$ cat config.mk
export PLATFORM = sky130hd
export DESIGN_NAME = mem_access_arbiter
export DESIGN_NICKNAME = d
export VERILOG_FILES = /design/src/rtl/mem_access_arbiter.sv
export SDC_FILE = /design/constraint.sdc
export NUM_CORES = 1
export LEC_CHECK = 0
export BUFFER_PORTS_ARGS = -buffer_cell sky130_fd_sc_hd__clkbuf_2
export CORE_ASPECT_RATIO = 1.4
export CORE_MARGIN = 5
export CORE_UTILIZATION = 30
export CTS_BUF_LIST = sky130_fd_sc_hd__clkbuf_4
export CTS_CLUSTER_DIAMETER = 60
export DETAILED_ROUTE_END_ITERATION = 10
export GPL_ROUTABILITY_DRIVEN = 0
export GPL_TIMING_DRIVEN = 1
export HOLD_SLACK_MARGIN = 0.06
export PLACE_DENSITY = 0.56
export SYNTH_ARGS = -nofsm -noshare
export SYNTH_HDL_FRONTEND = slang
export SYNTH_SLANG_ARGS = --single-unit
$ cat constraint.sdc
create_clock -name CLK -period 2.3 [get_ports CLK]
set_input_delay 0.46 -clock CLK [delete_from_list [all_inputs] [get_ports CLK]]
set_output_delay 0.46 -clock CLK [all_outputs]
set_load 0.01 [all_outputs]
$ cat src/rtl/mem_access_arbiter.sv
// mem_access_arbiter: single-owner arbiter sharing the 64x1024x8 SRAM array between the host port and BIST.
// Ports: CLK/RSTN (async active-low); H_* host request/grant/read-data handshake;
// BIST_REQ/BIST_EN ownership handoff, BIST_PASS/NEED_REPAIR_* sampled on BIST exit -> BIST_RESULT/REPAIR_ACTIVE;
// MEM_* registered array strobes (idle values whenever the host is not accessing), MEM_ODATA array read data.
// Build option REPAIR_REMAP_EN: host accesses hitting the active repair entry go to an internal spare byte.
module mem_access_arbiter #(
    parameter int NBANK = 64,
    parameter int SEL_W = 6,
    parameter int AW    = 10,
    parameter int DW    = 8
) (
    input  logic             CLK,
    input  logic             RSTN,
    input  logic             H_REQ,
    input  logic             H_WE,
    input  logic [15:0]      H_ADDR,
    input  logic [DW-1:0]    H_WDATA,
    output logic             H_GNT,
    output logic             H_RVALID,
    output logic [DW-1:0]    H_RDATA,
    output logic             H_BUSY,
    input  logic             BIST_REQ,
    output logic             BIST_EN,
    input  logic             BIST_PASS,
    input  logic [AW-1:0]    NEED_REPAIR_ADDR,
    input  logic [SEL_W-1:0] NEED_REPAIR_SELECT,
    output logic             BIST_RESULT,
    output logic             REPAIR_ACTIVE,
    output logic [AW-1:0]    MEM_ADDR,
    output logic             MEM_CE,
    output logic             MEM_WEB,
    output logic [NBANK-1:0] MEM_OEB,
    output logic [NBANK-1:0] MEM_CSB,
    output logic [DW-1:0]    MEM_IDATA,
    output logic [SEL_W-1:0] MEM_ODATA_SELECT,
    input  logic [DW-1:0]    MEM_ODATA
);
    localparam logic [1:0] S_IDLE = 2'd0;
    localparam logic [1:0] S_ACC  = 2'd1;
    localparam logic [1:0] S_CAP  = 2'd2;
    localparam logic [1:0] S_BIST = 2'd3;

    logic [1:0]          state, nxt;
    logic                we_q, n_we, cap, act, n_hit;
    logic [15:0]         addr_q, n_addr;
    logic [DW-1:0]       wdata_q, n_wdata, rd;
    logic [SEL_W-1:0]    s;
    logic [NBANK-1:0]    oh;
    logic [SEL_W+AW-1:0] rep_q;

    // BIST has priority over a host request seen in the same IDLE cycle
    assign cap     = state == S_IDLE && !BIST_REQ && H_REQ;
    assign nxt     = state == S_IDLE ? (BIST_REQ ? S_BIST : H_REQ ? S_ACC : S_IDLE) :
                     state == S_ACC  ? (we_q ? S_IDLE : S_CAP) :
                     (state == S_BIST && BIST_REQ) ? S_BIST : S_IDLE;
    assign n_we    = cap ? H_WE : we_q;
    assign n_addr  = cap ? H_ADDR : addr_q;
    assign n_wdata = cap ? H_WDATA : wdata_q;
    assign s       = n_addr[AW +: SEL_W];
    assign oh      = {{(NBANK-1){1'b0}}, 1'b1} << s;
    // strobes are registered from the next state so they line up with ACC/CAP
    assign act     = (nxt == S_ACC || nxt == S_CAP) && !n_hit;
    assign H_GNT   = state == S_ACC;
    assign H_BUSY  = state != S_IDLE;
    assign BIST_EN = state == S_BIST;

`ifdef REPAIR_REMAP_EN
    logic          hit_q;
    logic [DW-1:0] spare;
    assign n_hit = REPAIR_ACTIVE && n_addr[SEL_W+AW-1:0] == rep_q;
    assign rd    = hit_q ? spare : MEM_ODATA;
    always_ff @(posedge CLK or negedge RSTN)
        if (!RSTN) begin
            hit_q <= 1'b0;
            spare <= '0;
        end else begin
            hit_q <= n_hit;
            if (state == S_ACC && we_q && hit_q) spare <= wdata_q;
        end
`else
    assign n_hit = 1'b0;
    assign rd    = MEM_ODATA;
`endif

    always_ff @(posedge CLK or negedge RSTN)
        if (!RSTN) begin
            state            <= S_IDLE;
            we_q             <= 1'b0;
            addr_q           <= '0;
            wdata_q          <= '0;
            H_RVALID         <= 1'b0;
            H_RDATA          <= '0;
            BIST_RESULT      <= 1'b0;
            REPAIR_ACTIVE    <= 1'b0;
            rep_q            <= '0;
            MEM_CE           <= 1'b0;
            MEM_WEB          <= 1'b1;
            MEM_ADDR         <= '0;
            MEM_CSB          <= '1;
            MEM_OEB          <= '1;
            MEM_IDATA        <= '0;
            MEM_ODATA_SELECT <= '0;
        end else begin
            state            <= nxt;
            we_q             <= n_we;
            addr_q           <= n_addr;
            wdata_q          <= n_wdata;
            H_RVALID         <= state == S_CAP;
            if (state == S_CAP) H_RDATA <= rd;
            if (state == S_BIST && !BIST_REQ) begin
                BIST_RESULT   <= BIST_PASS;
                REPAIR_ACTIVE <= !BIST_PASS;
                if (!BIST_PASS) rep_q <= {NEED_REPAIR_SELECT, NEED_REPAIR_ADDR};
            end
            MEM_CE           <= act;
            MEM_WEB          <= !(act && n_we);
            MEM_ADDR         <= act ? n_addr[AW-1:0] : '0;
            MEM_CSB          <= act ? ~oh : '1;
            MEM_OEB          <= (act && !n_we) ? ~oh : '1;
            MEM_IDATA        <= (act && n_we) ? n_wdata : '0;
            MEM_ODATA_SELECT <= act ? s : '0;
        end
endmodule
======== Word level (Yosys, flattened, before mapping) ========
Index checks and enable logic that the tools add are counted.
storage, ports and cells
  logic and storage cells ................. 49
  output and inout port bits .............. 168
  bits in registers ....................... 192
  input bits .............................. 54
cells by class
  shift-type cells ........................ 1
  equality and inequality tests ........... 5
  multiplexer cells ....................... 14
  bitwise gates (word level) .............. 1
  reduce and logical (&&, ||, !) cells .... 13
operator list
  cell                                                                number
  64-bit 2-to-1 mux                                                   2
  64-bit NOT                                                          1
  1-bit by 6-bit << shifter with 64-bit output, first input constant  1
  16-bit 2-to-1 mux                                                   1
  8-bit 2-to-1 mux                                                    2
  10-bit 2-to-1 mux                                                   1
  2-bit 2-to-1 mux                                                    5
  2-bit == test, second input constant                                3
  1-bit logical AND                                                   6
  6-bit 2-to-1 mux                                                    1
  2-bit by 1-bit == test with 1-bit output, second input constant     2
  1-bit zero test                                                     4
  2-bit zero test                                                     1
  1-bit 2-to-1 mux                                                    2
  2-bit nonzero test                                                  1
  1-bit logical OR                                                    1

======== Logic depth before layout (Yosys ltp) ========
Gate-level depths: netlist (run 1).
  depth after elaboration ................. 9
  depth in mapped cells ................... 8
  depth with buffers taken out ............ 5

======== Worst setup path before layout (run 1) ========
No wires, ideal clock.
  path kind ............................... in2reg
  start ................................... input BIST_REQ
  end ..................................... register MEM_OEB[50]
  path buffers ............................ 2
  required time ........................... 2.208 ns
  library setup time ...................... 0.092 ns
  stages .................................. 7
  setup slack ............................. -0.184 ns
  data arrival time ....................... 2.391 ns
  cell sequence ........................... buf_4 nor4b_2 buf_6 mux2i_4 inv_8 nor4_4 nand2_1
between the ends
  elaborated cells between the ends (all ways) .. 18
  those cells by class .................... eq/ne: 2; shift: 1; mux: 7; bitwise: 1; reduce/logical: 7
RTL lines
  what                                          line  text
  start, declared                               22    input logic BIST_REQ,
  1-bit zero test                               52    assign cap = state == S_IDLE && !BIST_REQ && H_REQ;
  1-bit logical AND (2 in a row)                52
  16-bit 2-to-1 mux                             57    assign n_addr = cap ? H_ADDR : addr_q;
  via n_addr[13]                                45    logic [15:0] addr_q, n_addr;
  1-bit by 6-bit << shifter with 64-bit output  60    assign oh = {{(NBANK-1){1'b0}}, 1'b1} << s;
  64-bit NOT                                    119   MEM_OEB <= (act && !n_we) ? ~oh : '1;
  64-bit 2-to-1 mux                             119
  end signal, assigned                          119
  end, declared                                 32    output logic [NBANK-1:0] MEM_OEB,
The timed path passes the listed nets, and every way through them passes these cells.
A chain may end at the register's enable or synchronous reset.

======== Worst setup path after layout (run 1) ========
  start ................................... register state[0]
  end ..................................... register MEM_CSB[8]
between the ends
  elaborated cells between the ends (all ways) .. 16
  those cells by class .................... eq/ne: 4; shift: 1; mux: 5; bitwise: 1; reduce/logical: 5
RTL lines
  what                                          line  text
  start, declared                               43    logic [1:0] state, nxt;
  start signal, assigned                        104   state <= nxt;
  2-bit zero test                               52
  1-bit logical AND (2 in a row)                52
  16-bit 2-to-1 mux                             57
  via n_addr[12]                                45
  1-bit by 6-bit << shifter with 64-bit output  60
  64-bit NOT                                    118   MEM_CSB <= act ? ~oh : '1;
  64-bit 2-to-1 mux                             118
  end signal, assigned                          118
  end, declared                                 33    output logic [NBANK-1:0] MEM_CSB,
The timed path passes the listed nets, and every way through them passes these cells.

==> results.py, run 1 <==
metrics = {
    "status": {
        "outcome": "complete, no violations",
    },
    "logic_synthesis": {
        "synthesis.area_um2": 6450,
        "synth_top_cells_by_count": "131 x sky130_fd_sc_hd__nand2_1, 129 x sky130_fd_sc_hd__dfstp_2, 55 x sky130_fd_sc_hd__dfrtp_1",
        "ys_async_sr_fraction_pct": 100,
        "synth_cells": 428,
        "syn-mean-instance-area_um2": 15.1,
        "ys_seq_area_share_pct": 73.9,
        "area_fraction_in_and_or_nand_and_nor_cells_after_synthesis_pct": 17.8,
        "synth.area.top_cells": "sky130_fd_sc_hd__dfstp_2 53%, sky130_fd_sc_hd__dfrtp_1 21%, sky130_fd_sc_hd__nand2_1 7.6%, sky130_fd_sc_hd__nor4_4 6.6%, sky130_fd_sc_hd__mux2_2 3.5%",
        "synthDominantCellAreaShare_pct": 52.6,
        "synth_top_cell_by_area": "sky130_fd_sc_hd__dfstp_2",
        "primary_ff_master_synth": "sky130_fd_sc_hd__dfstp_2",
        "synthMuxAreaShare_pct": 5.59,
        "syn-num-nets": 482,
        "ys_ff_latch": 184,
        "synth_top_family_by_area": "simple AND/OR/NAND/NOR gates",
        "synth-compound-area-share_pct": 0.602,
        "yosys.area_share.adder_pct": 0,
        "synth-edff-count": 0,
        "synth.distinct_cells": 26,
        "synth_xor_xnor_area_share_pct": 0,
        "ys_warn_count": 0,
        "post-synth-top-count-cell": "sky130_fd_sc_hd__nand2_1",
    },
    "route": {
        "route.final.wire_length_um": 16600,
        "detailroute.via_count": 4161,
        "drt_iter0_drc": 165,
        "post_drt_wl_per_cell_um": 17.1,
        "final_antenna_net_count": 0,
        "drt_pre_antenna_iters": 4,
        "remaining_drc_errors": 0,
        "routed_via_count_divided_by_cell_count": 4.29,
    },
    "critical_path": {
        "crit_chain": "nor4b_4 > buf_12 > mux2i_4 > inv_8 > nor4_4 > nand2_1",
        "worstSetupEndpointType": "register",
        "slowest_delay_ns": 0.49,
        "worstPathArrival_ns": 2.65,
        "critPathSlowestCell": "sky130_fd_sc_hd__dfrtp_1",
        "worst_setup_path_start_kind": "register",
        "cp_max_fanout": 11,
        "top_delay_family_on_crit_path": "simple AND/OR/NAND/NOR gates",
        "cp.required_ns": 2.81,
        "cp_num_buf_inv": 2,
        "worstSetupPathType": "register to register",
    },
    "grt": {
        "grt_overflow": 0,
        "track_usage_pct": 14.4,
        "grt_max_degree": 81,
        "first_global_vias": 4612,
        "grt_antenna_before_repair": 1,
        "grt_first_pass_wirelength_um": 26800,
    },
    "cells_and_area": {
        "fillers": 1966,
        "area.growth.synth_to_final_pct": 34.7,
        "area.sequential_um2": 4770,
        "nNetsFinal": 750,
        "share_of_final_layout_standard_cells_stronger_than_drive_strength_1_pct": 64.5,
        "final_util_pct": 41.0,
        "multi_input_comb_area_um2": 1580,
    },
    "timing": {
        "finalHoldViolations": 0,
        "post-route-min-period_ns": 2.14,
        "rsz0062_at_grt": "no",
        "tightestPinTransition_ns": 0.526,
        "maxSlewViolCount": 0,
        "max_freq_mhz": 466,
        "fin_setup_tns_ns": 0,
        "period_share_pct": 93.3,
        "final_setup_violation_count": 0,
        "fin_hold_ws_ns": 0.139,
        "timing.slew.headroom_pct": 64.7,
        "worst_clock_skew_ns": 0.0181,
    },
    "floorplan": {
        "core_region_area_um2": 21200,
        "die_area_um2": 24600,
        "initial_utilization_pct": 30.4,
        "io_pins": 222,
        "chipHeight_um": 183,
        "die_width_um": 134,
        "row_count": 63,
    },
    "clock_tree": {
        "clockRootBuffer": "sky130_fd_sc_hd__clkbuf_4",
        "cts_made_buffers": 17,
        "cts_max_path_buffers": 2,
        "clock_latency_ns": 0.58,
        "clk_pin_slew_worst_paths_ns": 0.16,
        "clock_tree.htree_level_count": 4,
        "tritoncts_num_sinks": 184,
        "clock_tree_from_tritoncts": "yes",
        "cts.repair.resized": 0,
    },
    "power": {
        "power_per_cell_area_nw_per_um2": 994,
        "ir_drop_mv": 0.698,
        "power_leakage_nw": 3.67,
    },
    "placed_design": {
        "post_dp_hpwl_um": 11800,
        "place.port_buffers": 205,
    },
    "job": {
        "cap_viol_max_count": 0,
    },
    "min_path": {
        "hp-class": "primary input to register",
    },
}
[cell usage in the layout, fill, tap and decap left out, types with 2 or more instances in the layout]
cell type | synthesis | routed
sky130_fd_sc_hd__and3_1 | 8 | 8
sky130_fd_sc_hd__buf_12 | 0 | 11
sky130_fd_sc_hd__buf_4 | 1 | 22
sky130_fd_sc_hd__clkbuf_2 | 0 | 204
sky130_fd_sc_hd__clkbuf_4 | 0 | 17
sky130_fd_sc_hd__clkinv_4 | 0 | 4
sky130_fd_sc_hd__clkinvlp_4 | 0 | 2
sky130_fd_sc_hd__dfrtp_1 | 55 | 55
sky130_fd_sc_hd__dfstp_2 | 129 | 129
sky130_fd_sc_hd__diode_2 | 0 | 2
sky130_fd_sc_hd__dlygate4sd3_1 | 0 | 27
sky130_fd_sc_hd__inv_1 | 3 | 3
sky130_fd_sc_hd__inv_2 | 2 | 2
sky130_fd_sc_hd__inv_4 | 2 | 2
sky130_fd_sc_hd__inv_6 | 0 | 3
sky130_fd_sc_hd__inv_8 | 2 | 7
sky130_fd_sc_hd__mux2_2 | 20 | 19
sky130_fd_sc_hd__mux2i_4 | 6 | 6
sky130_fd_sc_hd__nand2_1 | 131 | 131
sky130_fd_sc_hd__nor2_1 | 9 | 9
sky130_fd_sc_hd__nor2b_1 | 11 | 11
sky130_fd_sc_hd__nor3_4 | 0 | 3
sky130_fd_sc_hd__nor4_4 | 20 | 20
sky130_fd_sc_hd__o21ai_0 | 3 | 3
[power breakdown]
| part | leakage (nW) | switching (mW) | total [mW] | internal, mW |
|---|---|---|---|---|
| sequential | 2.06 | 0.203 | 3.92 | 3.72 |
| combinational | 1.47 | 1.88 | 3.04 | 1.16 |
| clock | 0.140 | 1.20 | 1.67 | 0.474 |
[layout make-up]
class	count	area share [%]
diodes	2	0.0576
clock buffers	17	1.47
clock inverters	15	1.54
inverters	9	0.648
multi-input cells	219	18.2
flip-flops and latches	184	54.9
well taps	260	3.75
repair buffers	265	19.4
[routing by layer]
| metal | vias up | share of wire, % | global-route usage [%] |
|---|---|---|---|
| li1 | 1920 | - | - |
| met1 | 2076 | 38 | 16.5 |
| met2 | 152 | 53 | 25.4 |
| met3 | 13 | 7.3 | 4.82 |
| met4 | 0 | 1.2 | 4.36 |
| met5 | - | 0 | 0 |
[path summary, 6_finish.rpt]
check	from	to	slack (ns)	cells after the start
min	H_ADDR[0]	addr_q[0]	0.14	2
min in group asynchronous	RSTN	addr_q[11]	0.33	2
max reg2reg	state[0]	MEM_CSB[8]	0.16	6
min reg2reg	addr_q[4]	addr_q[4]	0.51	1
max	state[0]	MEM_CSB[8]	0.16	6
max in group asynchronous	RSTN	MEM_OEB[51]	1.17	3
[kinds of logic (layout without fill, tap and decap cells)]
group	Yosys count	after routing
other	0	2
AOI/OAI and AO/OA	6	6
muxes	26	26
and+or+nand+nor	187	187
buffers and inverters	25	306
DFF	184	184
[sequential cells by signal, summed over array words and instances, names as in the netlist, 2 cells and up]
register,count
MEM_CSB,64
MEM_OEB,64
addr_q,16
MEM_ADDR,10
H_RDATA,8
MEM_IDATA,8
MEM_ODATA_SELECT,6
state,2
[timing repair]
| action | 4_1_cts | 5_1_grt |
|---|---|---|
| setup endpoints to repair | 0 | 24 |
| hold buffers | 27 | 0 |
| endpoints found under the hold margin | 63 | 0 |
| buffers inserted | 0 | 2 |
[per-stage QoR]
stage | area (µm²) | worst slack (ns) | power [mW] | cells
2_1_floorplan | 6480 | -0.136 | 5.80 | 428
3_3_place_gp | 8130 | 0.0714 | 6.99 | 908
3_5_place_dp | 8130 | 0.0112 | 7.06 | 908
4_1_cts | 8670 | 0.0370 | 8.83 | 967
5_1_grt | 8680 | 0.00250 | 9.20 | 970
6_report | 8690 | 0.155 | 8.63 | 971
Note: power is estimated with default switching activity, not from simulation.
==> inputs of run 2 (changes only) <==
--- a/config.mk
+++ b/config.mk
@@ -16,5 +16,5 @@
 export GPL_TIMING_DRIVEN = 1
 export HOLD_SLACK_MARGIN = 0.06
-export PLACE_DENSITY = 0.56
+export PLACE_DENSITY = 0.54
 export SYNTH_ARGS = -nofsm -noshare
 export SYNTH_HDL_FRONTEND = slang
==> constraint.sdc (replaced) <==
create_clock -name CLK -period 2.6 [get_ports CLK]
set_input_delay 0.26 -clock CLK [delete_from_list [all_inputs] [get_ports CLK]]
set_output_delay 0.26 -clock CLK [all_outputs]
set_load 0.01 [all_outputs]
==> run 2 against run 1 <==
- register-to-register slack improved by 0.05 ns
- highest routed layer unchanged
- clock skew up 0.013 ns
- routed wire length is 6.3% higher
- flip-flop and latch count did not move
- final cell count up 1.6%
- sequential share of layout area decreased by 0.70 points
- global-route usage grew 0.44 points
==> results.py, run 2 (same netlist as run 1, synthesis figures left out) <==
metrics = {
    "grt": {
        "grt_overflow": 0,
        "grt_max_degree": 70,
        "grt_antenna_before_repair": 1,
        "first_global_vias": 4709,
        "grt_first_pass_wirelength_um": 27200,
        "track_usage_pct": 14.8,
    },
    "critical_path": {
        "cp.required_ns": 3.07,
        "top_delay_family_on_crit_path": "simple AND/OR/NAND/NOR gates",
        "crit_chain": "nor4b_4 > buf_4 > mux2i_4 > inv_4 > nor4_4 > nand2_1",
        "cp_num_buf_inv": 2,
        "reg2reg_slack_ns": 0.20,
        "slowest_delay_ns": 0.55,
        "cp_max_fanout": 9,
        "worst_r2r_path_depth": 6,
        "worstSetupPathType": "register to register",
        "worstSetupEndpointType": "register",
        "regToRegStartpoint": "state[0]",
        "worst_setup_path_start_kind": "register",
        "worstPathArrival_ns": 2.87,
        "critPathSlowestCell": "sky130_fd_sc_hd__nor4_4",
        "regToRegEndpoint": "MEM_OEB[42]",
    },
    "floorplan": {
        "initial_utilization_pct": 30.4,
        "die_width_um": 134,
        "die_area_um2": 24600,
        "io_pins": 222,
        "chipHeight_um": 183,
        "core_region_area_um2": 21200,
        "row_count": 63,
    },
    "route": {
        "post_drt_wl_per_cell_um": 17.9,
        "remaining_drc_errors": 0,
        "drt_pre_antenna_iters": 4,
        "route.final.wire_length_um": 17600,
        "routed_via_count_divided_by_cell_count": 4.33,
        "final_antenna_net_count": 0,
        "detailroute.via_count": 4272,
        "drt_iter0_drc": 156,
    },
    "power": {
        "switching_share_pct": 36.3,
        "net-switching-power_mw": 2.82,
        "ir_drop_mv": 0.422,
        "post_layout_power_mw": 7.77,
        "power_leakage_nw": 3.75,
        "power.internal_mw": 4.95,
        "pwr-share-seq_pct": 44.5,
        "power_per_cell_area_nw_per_um2": 883,
        "power.share.combinational_pct": 33.7,
        "power.clock.fraction_pct": 21.8,
    },
    "placed_design": {
        "place.detailed.instances": 908,
        "worst_setup_slack_after_placement_ns": 0.0891,
        "post_dp_hpwl_um": 12400,
        "placement.cell_area_um2": 8030,
        "place.port_buffers": 205,
    },
    "cells_and_area": {
        "fillers": 1981,
        "nNetsFinal": 766,
        "area.sequential_um2": 4770,
        "area.growth.synth_to_final_pct": 36.5,
        "reg_top3": "MEM_CSB x64, MEM_OEB x64, addr_q x16",
        "share_of_final_layout_standard_cells_stronger_than_drive_strength_1_pct": 62.8,
        "fin_area_um2": 8800,
        "layout.cells.most_common": "sky130_fd_sc_hd__clkbuf_2",
        "final_util_pct": 41.5,
        "multi_input_comb_area_um2": 1560,
        "mostFrequentLayoutCells": "204 x sky130_fd_sc_hd__clkbuf_2, 131 x sky130_fd_sc_hd__nand2_1, 129 x sky130_fd_sc_hd__dfstp_2",
        "final_cells": 987,
    },
    "timing": {
        "post-route-min-period_ns": 2.40,
        "maxSlewViolCount": 0,
        "setup_slack_ns": 0.201,
        "fin_setup_tns_ns": 0,
        "period_share_pct": 92.3,
        "finalHoldViolations": 0,
        "tightestPinTransition_ns": 0.779,
        "max_freq_mhz": 417,
        "fin_hold_ws_ns": 0.255,
        "final_setup_violation_count": 0,
        "worst_clock_skew_ns": 0.0311,
        "rsz0062_at_grt": "no",
        "timing.slew.headroom_pct": 48.0,
    },
    "clock_tree": {
        "clock_tree.htree_level_count": 4,
        "clockRootBuffer": "sky130_fd_sc_hd__clkbuf_4",
        "cts_max_path_buffers": 2,
        "cts.repair.resized": 0,
        "clk_pin_slew_worst_paths_ns": 0.17,
        "cts_made_buffers": 17,
        "tritoncts_num_sinks": 184,
        "clock_tree_from_tritoncts": "yes",
        "clock_latency_ns": 0.56,
    },
    "status": {
        "outcome": "complete, no violations",
    },
    "job": {
        "cap_viol_max_count": 0,
    },
    "min_path": {
        "hp-class": "primary input to async pin",
    },
}
==> run 2: cell type report <==
type,count,area share [%]
clock buffer,19,1.62
clock inverter,13,1.91
multi-input combinational,219,17.7
timing repair buffer,281,20.2
inverter,9,0.611
tap,260,3.70
sequential,184,54.2
antenna,2,0.0569
==> run 2: power by group through the flow <==
stage | Clock (mW) | Combinational [mW] | Sequential [mW]
floorplan | 0 | 1.50 | 3.60
global placement | 0 | 2.55 | 3.49
detailed placement | 0 | 2.62 | 3.52
CTS | 1.79 | 2.68 | 3.47
global route | 1.90 | 2.84 | 3.50
finish | 1.69 | 2.62 | 3.46
==> run 2: layer usage <==
metal / global-route usage (%) / routed length, µm / vias up / share of wire (%)
li1: - / - / 1949 / -
met1: 16.9 / 6840 / 2166 / 39
met2: 26.5 / 9510 / 141 / 54
met3: 4.38 / 1060 / 16 / 6.0
met4: 4.86 / 226 / 0 / 1.3
met5: 0 / 0 / - / 0
==> run 2: worst max path at each step <==
| stage | from | cells past startpoint | slack [ns] | to |
|---|---|---|---|---|
| 2_1_floorplan | state[1] | 6 | 0.24 | MEM_OEB[50] |
| 3_3_place_gp | state[1] | 6 | 0.17 | MEM_OEB[39] |
| 3_5_place_dp | state[1] | 6 | 0.09 | MEM_CSB[7] |
| 4_1_cts | state[0] | 6 | 0.06 | MEM_CSB[39] |
| 5_1_grt | state[0] | 6 | 0.003 | MEM_OEB[42] |
| 6_report | state[0] | 6 | 0.20 | MEM_OEB[42] |
==> run 2: repair_timing <==
action | in CTS | in global routing
endpoints found under the hold margin | 114 | 0
hold buffers | 45 | 0
buffers inserted | 0 | 0
setup endpoints to repair | 0 | 15
==> inputs of run 3 (changes only) <==
- BUFFER_PORTS_ARGS: -buffer_cell sky130_fd_sc_hd__clkbuf_2 -> -buffer_cell sky130_fd_sc_hd__buf_4
==> run 3 against run 2 <==
- clock power down 14%
- hold slack improved by 0.018 ns
- power down 1.3%
- core utilization increased by 1.7 points
- combinational power rose by 5%
- worst setup slack better by 0.064 ns
- largest cell class unchanged
- largest power group unchanged
==> results.py, run 3 (same netlist as run 1, synthesis figures left out) <==
metrics = {
    "power": {
        "power.share.combinational_pct": 35.8,
        "power.internal_mw": 4.90,
        "power_leakage_nw": 3.79,
        "ir_drop_mv": 0.390,
        "power_per_cell_area_nw_per_um2": 837,
        "power.clock.fraction_pct": 19.0,
        "pwr-share-seq_pct": 45.2,
        "post_layout_power_mw": 7.67,
        "switching_share_pct": 36.1,
        "net-switching-power_mw": 2.77,
    },
    "clock_tree": {
        "clock_tree_from_tritoncts": "yes",
        "clock_tree.htree_level_count": 4,
        "cts.repair.resized": 0,
        "clock_latency_ns": 0.57,
        "post-cts-setup-buffer-count": 0,
        "cts_hold_repair.buffers": 38,
        "clk_pin_slew_worst_paths_ns": 0.14,
        "tritoncts_num_sinks": 184,
        "clockRootBuffer": "sky130_fd_sc_hd__clkbuf_4",
        "cts_max_path_buffers": 2,
        "cts_made_buffers": 17,
    },
    "grt": {
        "grt_overflow": 0,
        "first_global_vias": 4731,
        "grt_first_pass_wirelength_um": 27300,
        "grt-busiest-layer": "met2",
        "grt_antenna_before_repair": 1,
        "grtUsageMet3_pct": 4.93,
        "global_route.usage.met2_pct": 26.6,
        "grt_max_degree": 72,
        "gr-usage-met1_pct": 16.6,
        "track_usage_pct": 14.8,
    },
    "timing": {
        "finalHoldViolations": 0,
        "post-route-min-period_ns": 2.34,
        "period_share_pct": 89.8,
        "fin_setup_tns_ns": 0,
        "final_setup_violation_count": 0,
        "setup_slack_ns": 0.265,
        "worst_clock_skew_ns": 0.0229,
        "max_freq_mhz": 428,
        "rsz0062_at_grt": "no",
        "fin_hold_ws_ns": 0.273,
        "timing.slew.headroom_pct": 47.1,
        "maxSlewViolCount": 0,
        "tightestPinTransition_ns": 0.793,
    },
    "critical_path": {
        "cp.required_ns": 3.08,
        "cp_common_cell": "sky130_fd_sc_hd__buf_4",
        "worstSetupEndpointType": "register",
        "top_delay_family_on_crit_path": "buffers and inverters",
        "reg2reg_slack_ns": 0.26,
        "slowest_delay_ns": 0.49,
        "critPathSlowestCell": "sky130_fd_sc_hd__dfrtp_1",
        "cp_max_fanout": 16,
        "crit_chain": "nor4b_4 > buf_4 > mux2i_4 > inv_2 > nor4_4 > buf_4 > nand2_1",
        "worstPathArrival_ns": 2.81,
        "worstSetupPathType": "register to register",
        "cp_num_buf_inv": 3,
        "worst_setup_path_start_kind": "register",
    },
    "cells_and_area": {
        "area.growth.synth_to_final_pct": 42.0,
        "mostFrequentLayoutCells": "232 x sky130_fd_sc_hd__buf_4, 131 x sky130_fd_sc_hd__nand2_1, 129 x sky130_fd_sc_hd__dfstp_2",
        "area.sequential_um2": 4770,
        "multi_input_comb_area_um2": 1550,
        "layout.cells.most_common": "sky130_fd_sc_hd__buf_4",
        "nNetsFinal": 759,
        "final_cells": 983,
        "fillers": 1989,
        "share_of_final_layout_standard_cells_stronger_than_drive_strength_1_pct": 63.2,
        "reg_top3": "MEM_CSB x64, MEM_OEB x64, addr_q x16",
    },
    "floorplan": {
        "io_pins": 222,
        "die_area_um2": 24600,
        "core_region_area_um2": 21200,
        "die_width_um": 134,
        "row_count": 63,
        "initial_utilization_pct": 30.4,
        "chipHeight_um": 183,
    },
    "job": {
        "cap_viol_max_count": 0,
    },
    "route": {
        "drt_iter0_drc": 144,
        "final_antenna_net_count": 0,
        "detailroute.via_count": 4192,
        "remaining_drc_errors": 0,
        "route.final.wire_length_um": 17600,
        "drt_pre_antenna_iters": 5,
        "post_drt_wl_per_cell_um": 17.9,
        "routed_via_count_divided_by_cell_count": 4.26,
    },
    "placed_design": {
        "post_dp_hpwl_um": 12600,
        "worst_setup_slack_after_placement_ns": 0.233,
        "place.detailed.instances": 908,
        "place.port_buffers": 205,
    },
    "status": {
        "outcome": "complete, no violations",
    },
    "min_path": {
        "hp-class": "primary input to async pin",
    },
}
run 3: final cells by class:
cell class | count | share of cell area (%)
inverter | 9 | 0.588
timing repair buffer | 274 | 24.0
tap | 260 | 3.55
multi-input combinational | 219 | 17.0
sequential | 184 | 52.1
clock buffer | 20 | 1.64
antenna | 5 | 0.137
clock inverter | 12 | 1.09
run 3: worst paths after layout:
path / start / to / depth (start not counted)
worst max-delay path: state[1] / MEM_OEB[5] / 7
worst min-delay path: RSTN / H_RDATA[5] / 2
worst max register to register: state[1] / MEM_OEB[5] / 7
worst min register to register: addr_q[5] / addr_q[5] / 1
max in group asynchronous: RSTN / MEM_OEB[30] / 3
min in group CLK: H_WE / MEM_WEB / 3
run 3: per-stage QoR:
stage                     util [%]  instance area, µm²
after floorplan                  -                6450
after global placement        40.1                8510
after detailed placement      40.1                8510
after CTS                     43.1                9140
after global routing          43.2                9150
final                         43.2                9160
run 3: power groups by stage:
stage	combinational [mW]	sequential, mW	clock, mW
after floorplan	1.50	3.60	0
after global placement	2.68	3.50	0
after detailed placement	2.75	3.52	0
after CTS	2.81	3.47	1.56
after global routing	2.97	3.51	1.67
final	2.75	3.46	1.46
run 3: routing by layer:
layer | part of all wire, % | wire length (µm) | vias to the layer above
met1 | 38 | 6670 | 2096
met4 | 1.2 | 218 | 0
met2 | 54 | 9440 | 144
met5 | 0 | 0 | -
met3 | 7.0 | 1240 | 14
li1 | - | - | 1938
